--- src/rtl/half_adder.sv ---
// half_adder: registered 1-bit half adder with valid handshake and synchronized reset release.
// Optional saturating carry-event counter is enabled by defining HALF_ADDER_CARRY_CNT_EN.
module half_adder #(
    parameter int CNT_W = 8
) (
    input  logic clk,
    input  logic rst_n,
    output logic carry,
    output logic sum,
    input  logic a,
    input  logic b,
    input  logic in_valid,
    output logic out_valid
`ifdef HALF_ADDER_CARRY_CNT_EN
    ,
    output logic [CNT_W-1:0] carry_cnt
`endif
);

    if (CNT_W < 2 || CNT_W > 32) begin : g_bad_cnt_w
        $error("half_adder: CNT_W must be in 2..32");
    end

    logic [1:0] r_rst_sync;
    logic       r_carry;
    logic       r_sum;
    logic       r_out_valid;
    logic       w_accept;

    // reset asserts immediately, releases only after two clean clk edges
    always_ff @(posedge clk or negedge rst_n)
        if (!rst_n) r_rst_sync <= '0;
        else        r_rst_sync <= {r_rst_sync[0], 1'b1};

    assign w_accept = in_valid && r_rst_sync[1];

    // capture a+b on accepted cycles, otherwise hold; valid follows acceptance
    always_ff @(posedge clk or negedge rst_n)
        if (!rst_n) begin
            r_carry     <= 1'b0;
            r_sum       <= 1'b0;
            r_out_valid <= 1'b0;
        end else begin
            r_out_valid <= w_accept;
            if (w_accept) begin
                r_carry <= a & b;
                r_sum   <= a ^ b;
            end
        end

    assign carry     = r_carry;
    assign sum       = r_sum;
    assign out_valid = r_out_valid;

`ifdef HALF_ADDER_CARRY_CNT_EN
    logic [CNT_W-1:0] r_carry_cnt;

    // count accepted operations that produce a carry, sticking at all-ones
    always_ff @(posedge clk or negedge rst_n)
        if (!rst_n)                                      r_carry_cnt <= '0;
        else if (w_accept && a && b && r_carry_cnt != '1) r_carry_cnt <= r_carry_cnt + CNT_W'(1);

    assign carry_cnt = r_carry_cnt;
`endif

endmodule

--- config.mk ---
export PLATFORM = sky130hd
export DESIGN_NAME = half_adder
export DESIGN_NICKNAME = d
export VERILOG_FILES = /design/src/rtl/half_adder.sv
export SDC_FILE = /design/constraint.sdc
export NUM_CORES = 1
export LEC_CHECK = 0
export ABC_AREA = 1
export CORE_AREA = 4 4 41 43
export DETAILED_ROUTE_END_ITERATION = 8
export DIE_AREA = 0 0 45 47
export SLEW_MARGIN = 20
export SYNTH_ARGS = -nofsm -noshare
export SYNTH_HDL_FRONTEND = slang
export SYNTH_SLANG_ARGS = --single-unit
--- constraint.sdc ---
create_clock -name clk -period 1.34 [get_ports clk]
set_input_delay 0.268 -clock clk [delete_from_list [all_inputs] [get_ports clk]]
set_output_delay 0.268 -clock clk [all_outputs]
set_load 0.02 [all_outputs]
==> results.sh, run 1 <==
export IMPL_critPathRequiredTime_ns=1.07
export IMPL_synth_warning_count=0
export IMPL_diodes=0
export IMPL_reg2reg_slack_ns=0.68
export IMPL_crit_type="flip-flop to output pin"
export IMPL_routed_via_count=132
export IMPL_arrival_ns=0.93
export IMPL_synth_distinct_cells=7
export IMPL_overflow=0
export IMPL_ir_drop_mv=0.310
export IMPL_die_area_um2=2120
export IMPL_slowest_stage="dfrtp_1"
export IMPL_crit_path_max_fanout=2
export IMPL_hold_path_class="input port to asynchronous set/reset pin"
export IMPL_syn_inst=15
export IMPL_outcome="finished clean"
export IMPL_cts_root_buf="clkbuf_4"
export IMPL_leakage_nw=0.150
export IMPL_drv_cap=0
export IMPL_coreArea_um2=1300
export IMPL_slew_viol_final=0
export IMPL_end_kind="output pin"
export IMPL_fin_tns_setup_ns=0
export IMPL_cpPeakStageDelay_ns=0.37
export IMPL_num_rows=13
export IMPL_crit_buf_inv=1
export IMPL_syn_area_per_cell_um2=11.8
export IMPL_drc=0
export IMPL_cp_start_kind="flip-flop"
export IMPL_first_iter_violations=0
export IMPL_avgRoutedWirePerCell_um=7.39
export IMPL_clkSlewWorstSetupHoldPaths_ns=0.05
export IMPL_placement_cell_area_um2=265
export IMPL_rsz0062_at_grt="no"
export IMPL_io_buffers=7
export IMPL_first_pass_iters=1
export IMPL_syn_to_final_growth_pct=63.1
export IMPL_p_int_w=0.000300
export IMPL_p_sw_w=0.0000904
export IMPL_antenna_found_initial=0
export IMPL_io_pins=8
export IMPL_seqPwrFrac=0.434
export IMPL_final_area_um2=288
export IMPL_drt_total_wl_um=303
export IMPL_crit_path_cell_trace="dlygate4sd2_1"
export IMPL_switching_share=0.231
export IMPL_fin_ws_ns=0.143
export IMPL_grt_pass1_wl_um=489
export IMPL_clock_path_buffers=2
export IMPL_cts_setup_buffers=0
export IMPL_fin_skew_ns=0.00153
export IMPL_setup_violations=0
export IMPL_drtAntennaViolNets=0
export IMPL_grt_usage=0.0366
export IMPL_gp_congestion=0.541
export IMPL_p_comb_frac=0.131
export IMPL_syn_nets=21
export IMPL_max_clock_freq_mhz=835
export IMPL_die_w_um=45
export IMPL_synthesis_area_um2=176
export IMPL_via_per_inst=3.22
export IMPL_drive_gt1_frac=0.154
export IMPL_p_per_area_nw_per_um2=1360
export IMPL_fin_crit_sh=0.893
export IMPL_power_share_clock=0.435
export IMPL_place_ws_ns=0.123
export IMPL_nFillCells=150
export IMPL_numCtsBuffers=3
export IMPL_die_y_um=47
export IMPL_ys_ff_latch=5
export IMPL_h_tree_depth=1
export IMPL_final_nets=33
export IMPL_grt_start_max_net_pins=6
export IMPL_cp_top_family="flip-flops"
export IMPL_cts_sinks=5
export IMPL_start_util=0.136
export IMPL_synth_seq_area_share=0.709
export IMPL_cts_tree="yes"
export IMPL_fin_crit_ns=1.20
export IMPL_first_global_vias=122
export IMPL_worst_skew_pair_late_latency_ns=0.23
export IMPL_finalHoldViolations=0
final timing paths:
kind                               start       endpoint  depth (start not counted)
min in group clk           r_rst_sync[0]  r_rst_sync[1]                          0
hold / removal                     rst_n  r_rst_sync[0]                          1
hold reg to reg            r_rst_sync[0]  r_rst_sync[1]                          0
setup reg to reg           r_rst_sync[1]            sum                          3
setup / recovery                     sum            sum                          1
max in group asynchronous          rst_n            sum                          1
through the flow:
step / power, W / instances / hold slack, ns / utilization
after CTS: 0.000398 / 41 / 0.259 / 0.221
after global placement: 0.000231 / 37 / 0.332 / 0.204
after global routing: 0.000419 / 41 / 0.257 / 0.221
after floorplan: 0.000194 / 15 / -0.0276 / -
after detailed placement: 0.000231 / 37 / 0.336 / 0.204
final: 0.000391 / 41 / 0.252 / 0.221
cell usage in the layout (no fill, tap or decap), drive strengths merged:
| master | n |
|---|---|
| nand3 | 2 |
| dlygate4sd2 | 3 |
| inv | 1 |
| conb | 1 |
| dfrtp | 5 |
| ha | 1 |
| clkbuf | 4 |
| nand2 | 5 |
| clkdlybuf4s50 | 4 |
power by group through the flow:
stage | logic [W] | clock network, W | registers [W]
detailed placement | 0.0000585 | 0 | 0.000172
finish | 0.0000512 | 0.000170 | 0.000170
global route | 0.0000565 | 0.000192 | 0.000171
global placement | 0.0000584 | 0 | 0.000172
CTS | 0.0000526 | 0.000175 | 0.000170
floorplan | 0.0000104 | 0 | 0.000183
layout make-up:
| type | count | area (µm²) | share of cell area |
|---|---|---|---|
| inverter | 1 | 3.75 | 0.0130 |
| tap | 15 | 18.8 | 0.0652 |
| clock buffer | 4 | 26.3 | 0.0913 |
| sequential | 5 | 125 | 0.435 |
| timing repair buffer | 7 | 66.3 | 0.230 |
| multi-input combinational | 9 | 47.5 | 0.165 |
cells in the mapped netlist (all sizes together):
master / instances / share of area
conb: 1 / 0.021
dfrtp: 5 / 0.71
ha: 1 / 0.071
inv: 1 / 0.021
nand2: 5 / 0.12
nand3: 2 / 0.057
timing repair:
action,CTS,global route
resized for setup,3,0
hold buffers,0,0
setup endpoints to repair,3,0
worst reg2reg max path: cells and delay by family, from the launching register on:
kind	cells	cell delay [ns]
and+or+nand+nor	3	0.18
DFF	1	0.37
state kept, by name, indices dropped and copies added, names as in the netlist:
| name | cells |
|---|---|
| carry | 1 |
| out_valid | 1 |
| r_rst_sync | 2 |
| sum | 1 |
routing by layer:
layer	track usage	vias up	wire (µm)
met3	0.0383	0	38
met4	0.0175	0	0
met1	0.0347	61	135
met2	0.0508	5	129
met5	0	-	0
li1	-	66	-
logic make-up (layout without fill, tap and decap cells):
group	count (synthesis)	in the layout	synth area share
fa+ha+maj	1	1	0.0709
buf+inv	1	12	0.0213
flops	5	5	0.709
other cells	1	1	0.0213
simple gates	7	7	0.177
No activity file was read; power rests on OpenSTA's default activity.
==> inputs of run 2 (changes only) <==
--- a/config.mk
+++ b/config.mk
@@ -9,6 +9,7 @@
 export CORE_AREA = 4 4 41 43
 export DETAILED_ROUTE_END_ITERATION = 8
 export DIE_AREA = 0 0 45 47
+export SKIP_LAST_GASP = 1
 export SLEW_MARGIN = 20
 export SYNTH_ARGS = -nofsm -noshare
 export SYNTH_HDL_FRONTEND = slang
==> results of run 2 <==
Final layout, timing and power as in run 1 (identical DEF).
==> inputs of run 3 (changes only) <==
--- a/config.mk
+++ b/config.mk
@@ -6,9 +6,9 @@
 export NUM_CORES = 1
 export LEC_CHECK = 0
 export ABC_AREA = 1
-export CORE_AREA = 4 4 41 43
+export CORE_AREA = 2 2 39 41
 export DETAILED_ROUTE_END_ITERATION = 8
-export DIE_AREA = 0 0 45 47
+export DIE_AREA = 0 0 41 43
 export SKIP_LAST_GASP = 1
 export SLEW_MARGIN = 20
 export SYNTH_ARGS = -nofsm -noshare
==> results.sh, run 3 (synthesis gave the netlist of run 1 again) <==
export IMPL_outcome="finished clean"
export IMPL_slew_viol_final=0
export IMPL_fin_util=0.209
export IMPL_syn_to_final_growth_pct=63.8
export IMPL_die_w_um=41
export IMPL_crit_path_max_fanout=2
export IMPL_p_comb_frac=0.127
export IMPL_num_rows=14
export IMPL_drtAntennaViolNets=0
export IMPL_grt_pass1_wl_um=600
export IMPL_h_tree_depth=1
export IMPL_fin_crit_sh=0.904
export IMPL_hpwl_um=242
export IMPL_cts_tree="yes"
export IMPL_setup_violations=0
export IMPL_overflow=0
export IMPL_worst_path_stages=1
export IMPL_via_per_inst=3.43
export IMPL_gp_congestion=0.545
export IMPL_coreArea_um2=1380
export IMPL_power_share_clock=0.446
export IMPL_max_clock_freq_mhz=826
export IMPL_r2r_end="sum"
export IMPL_crit_buf_inv=1
export IMPL_reg2reg_from="r_rst_sync[1]"
export IMPL_rsz0062_at_grt="no"
export IMPL_cp_top_family="flip-flops"
export IMPL_final_common_cell="dfrtp_1"
export IMPL_io_buffers=7
export IMPL_end_kind="output pin"
export IMPL_cts_setup_buffers=0
export IMPL_cp_start_kind="flip-flop"
export IMPL_antenna_found_initial=0
export IMPL_drc=0
export IMPL_routed_via_count=144
export IMPL_p_int_w=0.000301
export IMPL_switching_share=0.243
export IMPL_slowest_stage="dfrtp_1"
export IMPL_grt_usage=0.0626
export IMPL_drv_cap=0
export IMPL_numCtsBuffers=3
export IMPL_avgRoutedWirePerCell_um=7.60
export IMPL_io_pins=8
export IMPL_final_area_um2=289
export IMPL_start_util=0.127
export IMPL_crit_path_cell_trace="dlygate4sd2_1"
export IMPL_cpPeakStageDelay_ns=0.38
export IMPL_clock_path_buffers=2
export IMPL_largest_reg_flops=2
export IMPL_fin_skew_ns=0.00393
export IMPL_hold_path_class="input port to asynchronous set/reset pin"
export IMPL_nFillCells=165
export IMPL_critPathRequiredTime_ns=1.07
export IMPL_total_power_w=0.000398
export IMPL_reg2reg_slack_ns=0.69
export IMPL_placement_cell_area_um2=267
export IMPL_fin_crit_ns=1.21
export IMPL_seq_area_um2=125
export IMPL_seqPwrFrac=0.427
export IMPL_fin_tns_setup_ns=0
export IMPL_final_cell_mix="dfrtp_1 (5), nand2_1 (4), clkdlybuf4s50_1 (4)"
export IMPL_leakage_nw=0.150
export IMPL_reg2reg_depth=3
export IMPL_first_global_vias=148
export IMPL_first_pass_iters=2
export IMPL_clkSlewWorstSetupHoldPaths_ns=0.05
export IMPL_p_sw_w=0.0000967
export IMPL_drt_total_wl_um=319
export IMPL_multi_input_area_um2=47.5
export IMPL_cts_sinks=5
export IMPL_first_iter_violations=2
export IMPL_cts_root_buf="clkbuf_4"
export IMPL_die_area_um2=1760
export IMPL_p_per_area_nw_per_um2=1380
export IMPL_diodes=0
export IMPL_largest_register="r_rst_sync"
export IMPL_drive_gt1_frac=0.154
export IMPL_finalHoldViolations=0
export IMPL_grt_start_max_net_pins=6
export IMPL_worst_skew_pair_late_latency_ns=0.24
export IMPL_ir_drop_mv=0.425
export IMPL_crit_type="flip-flop to output pin"
export IMPL_final_nets=33
export IMPL_die_y_um=43
export IMPL_arrival_ns=0.94
[run 3: per-layer routing]
metal | vias up | part of all wire | GRT usage | wire length [µm]
met2 | 9 | 0.45 | 0.0719 | 145
met3 | 0 | 0.21 | 0.0942 | 66
met5 | - | 0 | 0 | 0
li1 | 68 | - | - | -
met4 | 0 | 0 | 0.0400 | 0
met1 | 67 | 0.34 | 0.0492 | 107
[run 3: power by group through the flow]
stage | logic [W] | registers [W] | clock network [W]
after floorplan | 0.0000104 | 0.000183 | 0
after global placement | 0.0000581 | 0.000173 | 0
after detailed placement | 0.0000583 | 0.000173 | 0
after CTS | 0.0000519 | 0.000170 | 0.000189
after global routing | 0.0000569 | 0.000172 | 0.000202
final | 0.0000505 | 0.000170 | 0.000177
[run 3: through the flow]
stage               worst slack [ns]  std cells  hold slack, ns
detailed placement             0.110         38           0.340
CTS                            0.105         42           0.240
finish                         0.129         42           0.243
global placement               0.117         38           0.333
floorplan                      0.573         15         -0.0276
global route                  0.0853         42           0.238
[run 3: layout make-up]
class,count,area share
inverters,1,0.0130
flip-flops and latches,5,0.433
multi-input cells,9,0.165
well taps,16,0.0693
repair buffers,7,0.229
clock buffers,4,0.0909
[run 3: what timing repair did]
action / in CTS / in global routing
hold buffers: 0 / 0
endpoints found under the setup margin: 3 / 0
resized for setup: 3 / 0
[run 3: how the worst max path moves through the flow]
| stage | startpoint | endpoint | slack [ns] |
|---|---|---|---|
| final | sum | sum | 0.13 |
| after floorplan | a | sum | 0.57 |
| after global routing | sum | sum | 0.09 |
| after global placement | a | sum | 0.12 |
| after detailed placement | a | sum | 0.11 |
| after CTS | sum | sum | 0.10 |
